===== src/rtl/uart_pkg.sv =====
// Shared UART definitions: transmitter state encoding and parity mode constants.
package uart_pkg;

    typedef enum logic [2:0] {
        ST_IDLE   = 3'd0,
        ST_START  = 3'd1,
        ST_DATA   = 3'd2,
        ST_PARITY = 3'd3,
        ST_STOP   = 3'd4
    } tx_state_t;

    localparam int unsigned PARITY_NONE = 0;
    localparam int unsigned PARITY_EVEN = 1;
    localparam int unsigned PARITY_ODD  = 2;

endpackage


===== src/rtl/uart_baud_tick.sv =====
// Bit-period timer: counts 0..CLKS_PER_BIT-1 and pulses tick for the last count.
module uart_baud_tick #(
    parameter int unsigned CLKS_PER_BIT = 16
) (
    input  logic clock,
    input  logic reset,
    input  logic restart,
    output logic tick
);

    localparam int unsigned CNT_W = (CLKS_PER_BIT > 1) ? $clog2(CLKS_PER_BIT) : 1;
    localparam logic [CNT_W-1:0] CNT_MAX = CNT_W'(CLKS_PER_BIT - 1);

    logic [CNT_W-1:0] cnt_q, cnt_d;
    logic             tick_q, tick_d;

    // Next count; tick is registered so it is high exactly while the count sits at CNT_MAX
    always_comb begin
        cnt_d = cnt_q + CNT_W'(1);
        if (restart || (cnt_q == CNT_MAX)) begin
            cnt_d = '0;
        end
        tick_d = (cnt_d == CNT_MAX);
    end

    // Counter and tick registers
    always_ff @(posedge clock) begin
        if (reset) begin
            cnt_q  <= '0;
            tick_q <= 1'b0;
        end else begin
            cnt_q  <= cnt_d;
            tick_q <= tick_d;
        end
    end

    assign tick = tick_q;

endmodule


===== src/rtl/uart_tx.sv =====
// UART transmitter: valid/ready word input, start + LSB-first data + optional parity + stop bits.
module uart_tx
    import uart_pkg::*;
#(
    parameter int unsigned CLOCK_INPUT = 50_000_000,
    parameter int unsigned BAUDRATE    = 9600,
    parameter int unsigned DATA_BITS   = 8,
    parameter int unsigned PARITY      = PARITY_NONE,
    parameter int unsigned STOP_BITS   = 1
) (
    input  logic                 clock,
    input  logic                 reset,
    input  logic [DATA_BITS-1:0] tx_data,
    input  logic                 tx_valid,
    output logic                 tx_ready,
    output logic                 sdata,
    output logic                 busy
);

    localparam int unsigned CLKS_PER_BIT = CLOCK_INPUT / BAUDRATE;
    localparam int unsigned BIT_W        = $clog2(DATA_BITS + 1);

    if (CLKS_PER_BIT < 2) begin : g_bad_clks_per_bit
        $error("uart_tx: CLKS_PER_BIT must be at least 2");
    end
    if (PARITY > 2) begin : g_bad_parity
        $error("uart_tx: PARITY must be 0, 1 or 2");
    end
    if ((STOP_BITS != 1) && (STOP_BITS != 2)) begin : g_bad_stop_bits
        $error("uart_tx: STOP_BITS must be 1 or 2");
    end
    if ((DATA_BITS < 5) || (DATA_BITS > 9)) begin : g_bad_data_bits
        $error("uart_tx: DATA_BITS must be in 5..9");
    end

    tx_state_t            state_q, state_d;
    logic [DATA_BITS-1:0] shift_q, shift_d;
    logic [BIT_W-1:0]     bit_cnt_q, bit_cnt_d;
    logic                 stop_cnt_q, stop_cnt_d;
    logic                 parity_q, parity_d;
    logic                 sdata_q, sdata_d;
    logic                 ready_q, ready_d;
    logic                 busy_q, busy_d;
    logic                 accept_c;
    logic                 baud_tick;

    assign accept_c = ready_q & tx_valid;

    // Bit timing restarts on acceptance so every bit is aligned to the start bit
    uart_baud_tick #(
        .CLKS_PER_BIT (CLKS_PER_BIT)
    ) u_baud_tick (
        .clock   (clock),
        .reset   (reset),
        .restart (accept_c),
        .tick    (baud_tick)
    );

    // Frame sequencing: next state, shift register, bit/stop counters and line level
    always_comb begin
        state_d    = state_q;
        shift_d    = shift_q;
        bit_cnt_d  = bit_cnt_q;
        stop_cnt_d = stop_cnt_q;
        parity_d   = parity_q;
        sdata_d    = sdata_q;
        ready_d    = ready_q;
        busy_d     = busy_q;

        case (state_q)
            ST_IDLE: begin
                if (accept_c) begin
                    shift_d   = tx_data;
                    parity_d  = (^tx_data) ^ (PARITY == PARITY_ODD);
                    bit_cnt_d = BIT_W'(DATA_BITS - 1);
                    sdata_d   = 1'b0;
                    ready_d   = 1'b0;
                    busy_d    = 1'b1;
                    state_d   = ST_START;
                end
            end
            ST_START: begin
                if (baud_tick) begin
                    sdata_d = shift_q[0];
                    shift_d = shift_q >> 1;
                    state_d = ST_DATA;
                end
            end
            ST_DATA: begin
                // bit_cnt_q holds how many data bits remain after the one on the line
                if (baud_tick) begin
                    if (bit_cnt_q != '0) begin
                        sdata_d   = shift_q[0];
                        shift_d   = shift_q >> 1;
                        bit_cnt_d = bit_cnt_q - BIT_W'(1);
                    end else if (PARITY != PARITY_NONE) begin
                        sdata_d = parity_q;
                        state_d = ST_PARITY;
                    end else begin
                        sdata_d    = 1'b1;
                        stop_cnt_d = 1'(STOP_BITS - 1);
                        state_d    = ST_STOP;
                    end
                end
            end
            ST_PARITY: begin
                if (baud_tick) begin
                    sdata_d    = 1'b1;
                    stop_cnt_d = 1'(STOP_BITS - 1);
                    state_d    = ST_STOP;
                end
            end
            ST_STOP: begin
                if (baud_tick) begin
                    if (stop_cnt_q == 1'b0) begin
                        ready_d = 1'b1;
                        busy_d  = 1'b0;
                        state_d = ST_IDLE;
                    end else begin
                        stop_cnt_d = 1'b0;
                    end
                end
            end
            default: begin
                sdata_d = 1'b1;
                ready_d = 1'b1;
                busy_d  = 1'b0;
                state_d = ST_IDLE;
            end
        endcase
    end

    // State and output registers; reset aborts any frame in progress
    always_ff @(posedge clock) begin
        if (reset) begin
            state_q    <= ST_IDLE;
            shift_q    <= '0;
            bit_cnt_q  <= '0;
            stop_cnt_q <= 1'b0;
            parity_q   <= 1'b0;
            sdata_q    <= 1'b1;
            ready_q    <= 1'b1;
            busy_q     <= 1'b0;
        end else begin
            state_q    <= state_d;
            shift_q    <= shift_d;
            bit_cnt_q  <= bit_cnt_d;
            stop_cnt_q <= stop_cnt_d;
            parity_q   <= parity_d;
            sdata_q    <= sdata_d;
            ready_q    <= ready_d;
            busy_q     <= busy_d;
        end
    end

    assign tx_ready = ready_q;
    assign sdata    = sdata_q;
    assign busy     = busy_q;

endmodule


===== config.mk =====
export PLATFORM = sky130hd
export DESIGN_NAME = uart_tx
export DESIGN_NICKNAME = d
export VERILOG_FILES = /design/src/rtl/uart_pkg.sv /design/src/rtl/uart_baud_tick.sv /design/src/rtl/uart_tx.sv
export SDC_FILE = /design/constraint.sdc
export NUM_CORES = 1
export LEC_CHECK = 0
export ABC_AREA = 1
export BUFFER_PORTS_ARGS = -buffer_cell sky130_fd_sc_hd__buf_2
export CAP_MARGIN = 10
export CORE_ASPECT_RATIO = 1.75
export CORE_MARGIN = 4
export CORE_UTILIZATION = 60
export CTS_BUF_LIST = sky130_fd_sc_hd__clkbuf_4
export DETAILED_ROUTE_END_ITERATION = 8
export GPL_TIMING_DRIVEN = 0
export PLACE_DENSITY = 0.8
export SYNTH_ARGS = -nofsm -noshare
export SYNTH_HDL_FRONTEND = slang
export SYNTH_HIERARCHICAL = 1
export SYNTH_SLANG_ARGS = --single-unit

===== constraint.sdc =====
create_clock -name clock -period 1.75 [get_ports clock]
set_input_delay 0 -clock clock [delete_from_list [all_inputs] [get_ports clock]]
set_output_delay 0 -clock clock [all_outputs]
set_load 0.02 [all_outputs]

==> results.cfg, run 1 <==
[power_and_ir_drop]
powerDensity_mw_per_mm2 = 1380
ir_drop_v = 0.000920
leakage_nw = 0.930

[placed_design]
gp_congestion = 0.904
io_buffers = 13
post-place-cells = 331
dp_hpwl_microns = 3120

[worst_setup_path]
timing.rr.start = u_baud_tick/cnt_q[0]$_SDFF_PP0_
rr_endpoint = u_baud_tick/tick$_SDFF_PP0_
worstRegToRegCells = 9
required_ns = 2.03
r2r_setup_slack_ns = 0.14
cp-end-kind = flip-flop
cp.arrival_ns = 1.88
worstPathMaxFanout = 7
worst-setup-path-type = flip-flop to flip-flop
start_kind = flip-flop

[floorplan]
rows = 26
core-area_sq_mm = 0.00293
die-area_sq_mm = 0.00403
die_w_microns = 49.7
die_h_microns = 81.0
initial_core_util_pct = 62.5
ios = 14

[cells_and_area]
instances_no_fill = 340
final_common_cell = nand2_1
layout_common_cells = nand2_1 (89), nor2_1 (53), inv_1 (37), dfxtp_1 (31), nand3_1 (25)
diodes = 0
syn2layout_area_growth_pct = 9.71
drive_gt1_share_pct = 13.5
nets = 324

[clock_network]
root_buffer = clkbuf_4
cts_tree = built
numCtsBuffers = 5
clk_path_buf_depth = 2
path_clk_slew_ns = 0.10
clk_latency_ns = 0.33
cts_max_level = 2
cts.sink_count = 32

[flow_run]
maxCapViolations = 0

[logic_synthesis]
synth_cells = 290
synth-adder-area-share_pct = 1.37
synth_warnings = 6
ys_seq_elements = 32
avgSynthCellArea_sq_um = 6.31
synth_compound_area_share_pct = 5.40
synth-simple-area-share_pct = 46.6
synth-xor-area-share_pct = 1.92
synth_area_sq_mm = 0.00183
synth.area.top_cells = dfxtp_1 (35%), nand2_1 (18%), nor2_1 (11%), inv_1 (7.6%), nand3_1 (7.1%)
synthMuxAreaShare_pct = 0
yosysTopAreaCell = dfxtp_1
yosys.area.top_type_share_pct = 35.0
synthesis.nets = 303
yosysSeqAreaShare_pct = 35.0
synth_cell_types = 28
synth_top_family_by_area = simple AND/OR/NAND/NOR gates

[global_route]
gr-total-overflow = 0
grt_usage_pct = 23.3
grt_pass1_vias = 1731
antenna_found_initial = 0
grt_pass1_wl_microns = 7110
grt_max_degree = 12

[timing]
fin_skew_ns = 0.00569
rsz0062_at_grt = false
setup_viol_count_final = 0
period_share_pct = 91.7
hold_violations = 0
final.min_clock_period_ns = 1.61
worst-slew-pin-transition_ns = 0.357
maxSlewHeadroom_pct = 76.0
fmax_mhz = 623
maxSlewViolCount = 0
final.setup.tns_ns = 0

[route]
routed_wl_microns = 4090
wl_per_cell_microns = 12.0
vias = 1788
drcViolationCount = 0
drt_iter0_markers = 26
antenna_left = 0
dr.pass1.iters = 4
avgViaCountPerCell = 5.26

[hold_path]
holdPathEnd = shift_q[6]$_SDFFE_PP0P_
worstHoldPathCells = 5
worst_hold_path_type = input port to flip-flop
min-delay-start = tx_data[6]

[outcome]
outcome = finished, final reports clean
## sequential cells by signal, indices dropped and copies added, names as in the netlist
register           count
u_baud_tick/cnt_q     13
shift_q                8
bit_cnt_q              4
state_q                3
busy                   1
sdata                  1
tx_ready               1
u_baud_tick/tick       1
## what timing repair did
item,in CTS,in global routing
resized for setup,0,4
hold endpoints to repair,8,0
hold buffers,1,0
endpoints found under the setup margin,0,4
setup buffers,0,0
## layout make-up
cell class | instances | area, sq um
Clock buffer | 5 | 37.5
Sequential cell | 32 | 642
Fill cell | 272 | 921
Timing Repair Buffer | 14 | 75.1
Tap cell | 28 | 35.0
Clock inverter | 3 | 13.8
Buffer | 3 | 26.3
Multi-Input combinational cell | 215 | 1030
Inverter | 40 | 150
## layer usage
metal / track usage [%] / wire, microns / share of wire (%)
met1: 18.7 / 1470 / 36
met2: 48.5 / 2400 / 59
met3: 5.50 / 86 / 2.1
met4: 13.6 / 143 / 3.5
met5: 0 / 0 / 0
## cell families (layout without fill, tap and decap cells)
family,after synthesis,in the layout
DFF,32,32
adders and majority gates,2,2
buffers and inverters,43,65
xor gates and xnor gates,4,4
AOI/OAI and AO/OA,18,18
and+or+nand+nor,191,191
## power breakdown
part           switching [mW]  internal (mW)
Clock                   0.257          0.147
Combinational           0.878          0.482
Sequential              0.109          0.888
## synthesized netlist by cell type (all sizes together)
master and instances:
o21ai 7, clkbuf 1, clkinv 1, nor2 57, or2 1, o211ai 1
nor3 2, xnor2 1, inv 39, xor2 3, nand3b 1, buf 2
ha 2, a211oi 1, nand2 94, nand4 6, nand3 30, a21oi 9
dfxtp 32
## worst max-delay path: stages (launching register included)
cell and delay [ns]:
dfxtp_2 0.40, ha_1 0.23, nand2_2 0.11, nor2_4 0.18
nand2_1 0.09, xor2_1 0.19, nand2_1 0.11, nor2_1 0.10
nand2_1 0.06, nor2_1 0.09
## worst max path at each step
stage / start / endpoint / slack [ns]
floorplan: u_baud_tick/cnt_q[0]$_SDFF_PP0_ / u_baud_tick/tick$_SDFF_PP0_ / 0.35
global placement: u_baud_tick/cnt_q[0]$_SDFF_PP0_ / u_baud_tick/tick$_SDFF_PP0_ / 0.11
detailed placement: u_baud_tick/cnt_q[0]$_SDFF_PP0_ / u_baud_tick/tick$_SDFF_PP0_ / 0.10
CTS: u_baud_tick/cnt_q[0]$_SDFF_PP0_ / u_baud_tick/tick$_SDFF_PP0_ / 0.08
global route: state_q[0]$_SDFFE_PP0P_ / shift_q[1]$_SDFFE_PP0P_ / 0.02
finish: u_baud_tick/cnt_q[0]$_SDFF_PP0_ / u_baud_tick/tick$_SDFF_PP0_ / 0.14
## through the flow
step                      util, %  worst slack (ns)  hold WS (ns)  power [mW]  cell area (sq um)
after floorplan                 -             0.348        0.0691        2.06               1830
after global routing         68.5            0.0220        0.0381        3.06               2010
after CTS                    68.0            0.0784        0.0163        2.75               1990
final                        68.5             0.145        0.0167        2.76               2010
after detailed placement     65.9             0.104         0.331        2.34               1930
after global placement       65.9             0.110         0.323        2.31               1930
Note: power is estimated with default switching activity, not from simulation.
==> run 2: changes to the inputs <==
ABC_AREA = not set   (was 1)
SLEW_MARGIN = 0   (was not set)
==> results.cfg, run 2 <==
[outcome]
outcome = finished, final reports clean

[cells_and_area]
syn2layout_area_growth_pct = 14.6
nets = 214
layout_common_cells = dfxtp_1 (32), nor2_1 (18), nor3_1 (15), buf_2 (15)
regArea_sq_um = 641
top_register = u_baud_tick/cnt_q
finalInstanceArea_sq_mm = 0.00193
diodes = 0
fill_cells = 204
final_common_cell = dfxtp_1
largest_reg_flops = 13
drive_gt1_share_pct = 27.7
multi_input_area_sq_um = 990
utilization_pct = 71.7
reg_top3 = u_baud_tick/cnt_q (13), shift_q (8), bit_cnt_q (4)

[logic_synthesis]
synth-edff-count = 0
yosys.area.top_type_share_pct = 38.1
ys_top_cells_by_count = dfxtp_1 (32), nor2_1 (19), nor3_1 (16)
avgSynthCellArea_sq_um = 9.62
yosysSeqAreaShare_pct = 38.1
synth_cells = 175
synthesis.nets = 188
synth_cell_types = 52
synth_area_sq_mm = 0.00168
yosysTopAreaCell = dfxtp_1
synth.area.top_cells = dfxtp_1 (38%), a211oi_2 (5.2%), nor3_1 (4.8%), nor2_1 (4.2%), mux2i_1 (4.2%)
synthArstFlopShare_pct = 0
synthFlopType = dfxtp_1
ys_seq_elements = 32
synth_warnings = 6
synth.most_common_cell = dfxtp_1

[placed_design]
io_buffers = 13
dp_hpwl_microns = 2720
gp_congestion = 0.850
post_dp_cell_area_sq_mm = 0.00178

[flow_run]
maxCapViolations = 0

[worst_setup_path]
worst-setup-path-type = flip-flop to flip-flop
crit_slowest_cell = or4_1
start_kind = flip-flop
worstPathMaxFanout = 8
path_cells = buf_2 -> nand3_1 -> or4_1 -> nand4_1 -> a2111oi_2
required_ns = 1.97
cp.arrival_ns = 1.87
critical_path.max_stage_delay_ns = 0.52
worstRegToRegCells = 5
cp-end-kind = flip-flop

[global_route]
grt_pass1_wl_microns = 6110
grt_max_degree = 11
grt_usage_pct = 22.3
antenna_found_initial = 0
grt_pass1_vias = 1532
gr-total-overflow = 0

[timing]
final.setup.tns_ns = 0
maxSlewHeadroom_pct = 60.3
final.min_clock_period_ns = 1.65
hold_violations = 0
worst-slew-pin-transition_ns = 0.596
period_share_pct = 94.4
maxSlewViolCount = 0
setup_viol_count_final = 0
fmax_mhz = 606
fin_skew_ns = 0.00683

[route]
drt_iter0_markers = 51
drcViolationCount = 0
avgViaCountPerCell = 6.24
dr.pass1.iters = 4
vias = 1428
wl_per_cell_microns = 16.1
antenna_left = 0
routed_wl_microns = 3680

[floorplan]
initial_core_util_pct = 62.6
ios = 14
core-area_sq_mm = 0.00269
die_h_microns = 78.1
die_w_microns = 48.0
die-area_sq_mm = 0.00375
rows = 25

[power_and_ir_drop]
leakage_nw = 0.740
ir_drop_v = 0.000819
powerDensity_mw_per_mm2 = 752

[clock_network]
numCtsBuffers = 5
path_clk_slew_ns = 0.10
cts.sink_count = 32
clk_path_buf_depth = 2
cts_tree = built
clk_latency_ns = 0.34
cts_max_level = 2
root_buffer = clkbuf_4

[hold_path]
worst_hold_path_type = input port to flip-flop
worstHoldPathCells = 3
-- run 2: cell types whose count changed after synthesis, moves of 3 or more --
cell,previous run,this run
nor4_1,0,4
nand3_1,26,5
mux2i_1,0,7
a21oi_1,9,6
nor3_1,2,16
buf_4,1,4
a211oi_2,0,7
xnor2_1,1,7
nand2_1,89,4
inv_1,37,5
nor2_1,54,19
-- run 2: report_power, final --
part           switching (mW)  internal (mW)  total, mW
registers              0.0274          0.766      0.794
clock network           0.258          0.147      0.405
logic                   0.133          0.119      0.252
total                   0.418           1.03       1.45
-- run 2: metal layers --
metal	track usage, %	vias up	share of wire, %
met4	13.7	0	3.1
met2	39.9	39	59
met5	0	-	0
li1	-	687	-
met3	5.96	13	3.8
met1	19.7	689	34
-- run 2: path summary, 6_finish.rpt --
| path | from | endpoint | slack (ns) |
|---|---|---|---|
| min reg2reg | u_baud_tick/cnt_q[0]$_SDFF_PP0_ | u_baud_tick/cnt_q[0]$_SDFF_PP0_ | 0.48 |
| max reg2reg | u_baud_tick/cnt_q[2]$_SDFF_PP0_ | u_baud_tick/tick$_SDFF_PP0_ | 0.1 |
| min | tx_data[4] | shift_q[4]$_SDFFE_PP0P_ | 0.03 |
| max | u_baud_tick/cnt_q[2]$_SDFF_PP0_ | u_baud_tick/tick$_SDFF_PP0_ | 0.1 |
-- run 2: logic make-up (layout without fill, tap and decap cells) --
family / after synthesis / in the layout / share of synthesized area (%)
AOI/OAI and AO/OA: 35 / 35 / 17.8
buffers and inverters: 15 / 42 / 5.28
and+or+nand+nor: 74 / 74 / 26.9
xor gates and xnor gates: 10 / 10 / 6.32
DFF: 32 / 32 / 38.1
muxes: 7 / 7 / 4.16
adders and majority gates: 2 / 2 / 1.49
-- run 2: area by class of cell --
class	count	share of cell area [%]
clock inverters	3	0.714
well taps	27	1.75
clock buffers	5	1.95
inverters	5	0.973
plain buffers	10	3.83
multi-input cells	128	51.3
repair buffers	19	6.23
flip-flops and latches	32	33.2
-- run 2: stage by stage --
step | power [mW] | hold WS, ns | setup WS [ns] | instances
2_1_floorplan | 0.991 | 0.0878 | 0.278 | 175
3_3_place_gp | 1.04 | 0.214 | 0.0856 | 215
3_5_place_dp | 1.05 | 0.219 | 0.0704 | 215
4_1_cts | 1.46 | 0.00850 | 0.0358 | 226
5_1_grt | 1.54 | 0.0225 | -0.00591 | 229
6_report | 1.45 | 0.0309 | 0.0989 | 229
-- run 2: critical path, delay by kind of cell, from the launching register on --
family | cells | cell delay (ns)
compound gates | 1 | 0.05
buf+inv | 1 | 0.20
flops | 1 | 0.32
simple gates | 3 | 0.96
-- run 2: what timing repair did --
action | in CTS | in global routing
setup endpoints to repair | 0 | 23
buffers inserted | 0 | 2
endpoints found under the hold margin | 4 | 1
hold buffers | 3 | 1
gates resized for setup | 0 | 8
==> run 3: changes to the inputs <==
CORE_UTILIZATION = 35   (was 60)
PLACE_DENSITY = not set   (was 0.8)
==> results.cfg, run 3 (synthesized netlist as in run 2, its figures left out) <==
[hold_path]
worst_hold_path_type = input port to flip-flop

[clock_network]
cts.sink_count = 32
numCtsBuffers = 5
cts_tree = built
clk_path_buf_depth = 2
clk_latency_ns = 0.33
path_clk_slew_ns = 0.11
cts_max_level = 2
root_buffer = clkbuf_4

[floorplan]
die-area_sq_mm = 0.00603
die_w_microns = 60.4
core-area_sq_mm = 0.00467
die_h_microns = 99.7
rows = 33
ios = 14
initial_core_util_pct = 36.1

[placed_design]
post-place-cells = 240
io_buffers = 13
post_dp_cell_area_sq_mm = 0.00181
pre_cts_ws_ns = 0.0423
gp_congestion = 0.781
dp_hpwl_microns = 2530

[worst_setup_path]
cp.arrival_ns = 1.86
required_ns = 1.99
cp-end-kind = flip-flop
worst-setup-path-type = flip-flop to flip-flop
start_kind = flip-flop
worstPathMaxFanout = 8

[cells_and_area]
final_common_cell = dfxtp_1
utilization_pct = 42.3
drive_gt1_share_pct = 27.7
nets = 214
diodes = 0
layout_common_cells = dfxtp_1 (30), nor2_1 (18), nor3_1 (15), buf_2 (15)
top_register = u_baud_tick/cnt_q
regArea_sq_um = 643
multi_input_area_sq_um = 978
fill_cells = 473
finalInstanceArea_sq_mm = 0.00197
largest_reg_flops = 13
reg_top3 = u_baud_tick/cnt_q (13), shift_q (8), bit_cnt_q (4)
instances_no_fill = 254
syn2layout_area_growth_pct = 17.2

[route]
wl_per_cell_microns = 13.6
antenna_left = 0
dr.pass1.iters = 4
routed_wl_microns = 3470
vias = 1354
avgViaCountPerCell = 5.33
drt_iter0_markers = 43
drcViolationCount = 0

[timing]
maxSlewHeadroom_pct = 61.2
setup_viol_count_final = 0
rsz0062_at_grt = false
whs_ns = 0.0367
final.min_clock_period_ns = 1.62
fin_skew_ns = 0.0172
period_share_pct = 92.7
worst_slack_ns = 0.128
final.setup.tns_ns = 0
hold_violations = 0
fmax_mhz = 617
maxSlewViolCount = 0
worst-slew-pin-transition_ns = 0.582

[outcome]
outcome = finished, final reports clean

[global_route]
grt_pass1_vias = 1333
grt_pass1_wl_microns = 6040
gr-total-overflow = 0
grt_usage_pct = 13.2
antenna_found_initial = 0
grt_max_degree = 11

[power_and_ir_drop]
powerDensity_mw_per_mm2 = 810
ir_drop_v = 0.000474
leakage_nw = 0.749
total_power_mw = 1.60

[flow_run]
maxCapViolations = 0
==> run 3: cell count changes in the layout (fill, tap and decap cells not counted) <==
| cell | before | now |
|---|---|---|
| dlygate4sd3_1 | 4 | 3 |
| bufinv_16 | 0 | 1 |
| dfxtp_2 | 0 | 2 |
| nor4_2 | 2 | 1 |
| dfxtp_1 | 32 | 30 |
| o31ai_2 | 2 | 1 |
| clkinv_1 | 1 | 2 |
| nor4_1 | 2 | 3 |
| buf_4 | 5 | 6 |
| clkinv_2 | 2 | 0 |
| o31ai_1 | 1 | 2 |
==> run 3: power by group <==
group,internal [mW],total (mW),switching [mW]
registers,0.767,0.793,0.0261
logic,0.117,0.246,0.129
clock network,0.292,0.557,0.265
==> run 3: path summary, 6_finish.rpt <==
kind	from	end	slack, ns	cells past startpoint
setup / recovery	u_baud_tick/cnt_q[2]$_SDFF_PP0_	u_baud_tick/tick$_SDFF_PP0_	0.13	5
hold / removal	tx_data[5]	shift_q[5]$_SDFFE_PP0P_	0.04	3
setup reg to reg	u_baud_tick/cnt_q[2]$_SDFF_PP0_	u_baud_tick/tick$_SDFF_PP0_	0.13	5
hold reg to reg	u_baud_tick/cnt_q[0]$_SDFF_PP0_	u_baud_tick/cnt_q[0]$_SDFF_PP0_	0.44	1
==> run 3: metal layers <==
layer,routed length (microns),vias to the layer above,share of wire [%],GRT usage (%)
met5,0,-,0,0
met4,92,0,2.7,6.01
met3,130,11,3.8,3.51
met2,1830,27,53,23.0
met1,1410,628,41,14.2
li1,-,688,-,-
==> run 3: layout make-up <==
class	instances	share of cell area, %
multi-input combinational	128	49.6
sequential	32	32.6
timing repair buffer	19	5.96
buffer	10	3.74
tap	52	3.30
clock buffer	5	1.90
clock inverter	3	1.90
inverter	5	0.952
==> run 3: critical path, stage by stage (launching register included) <==
cell	delay, ns
dfxtp_1	0.32
buf_2	0.20
nand3_1	0.27
o31ai_1	0.35
nand4_1	0.17
a2111oi_2	0.22
==> run 3: what timing repair did <==
item | CTS | global route
endpoints found under the hold margin | 4 | 0
hold buffers | 3 | 0
setup endpoints to repair | 0 | 19
buffers inserted | 0 | 3
gates resized for setup | 0 | 8
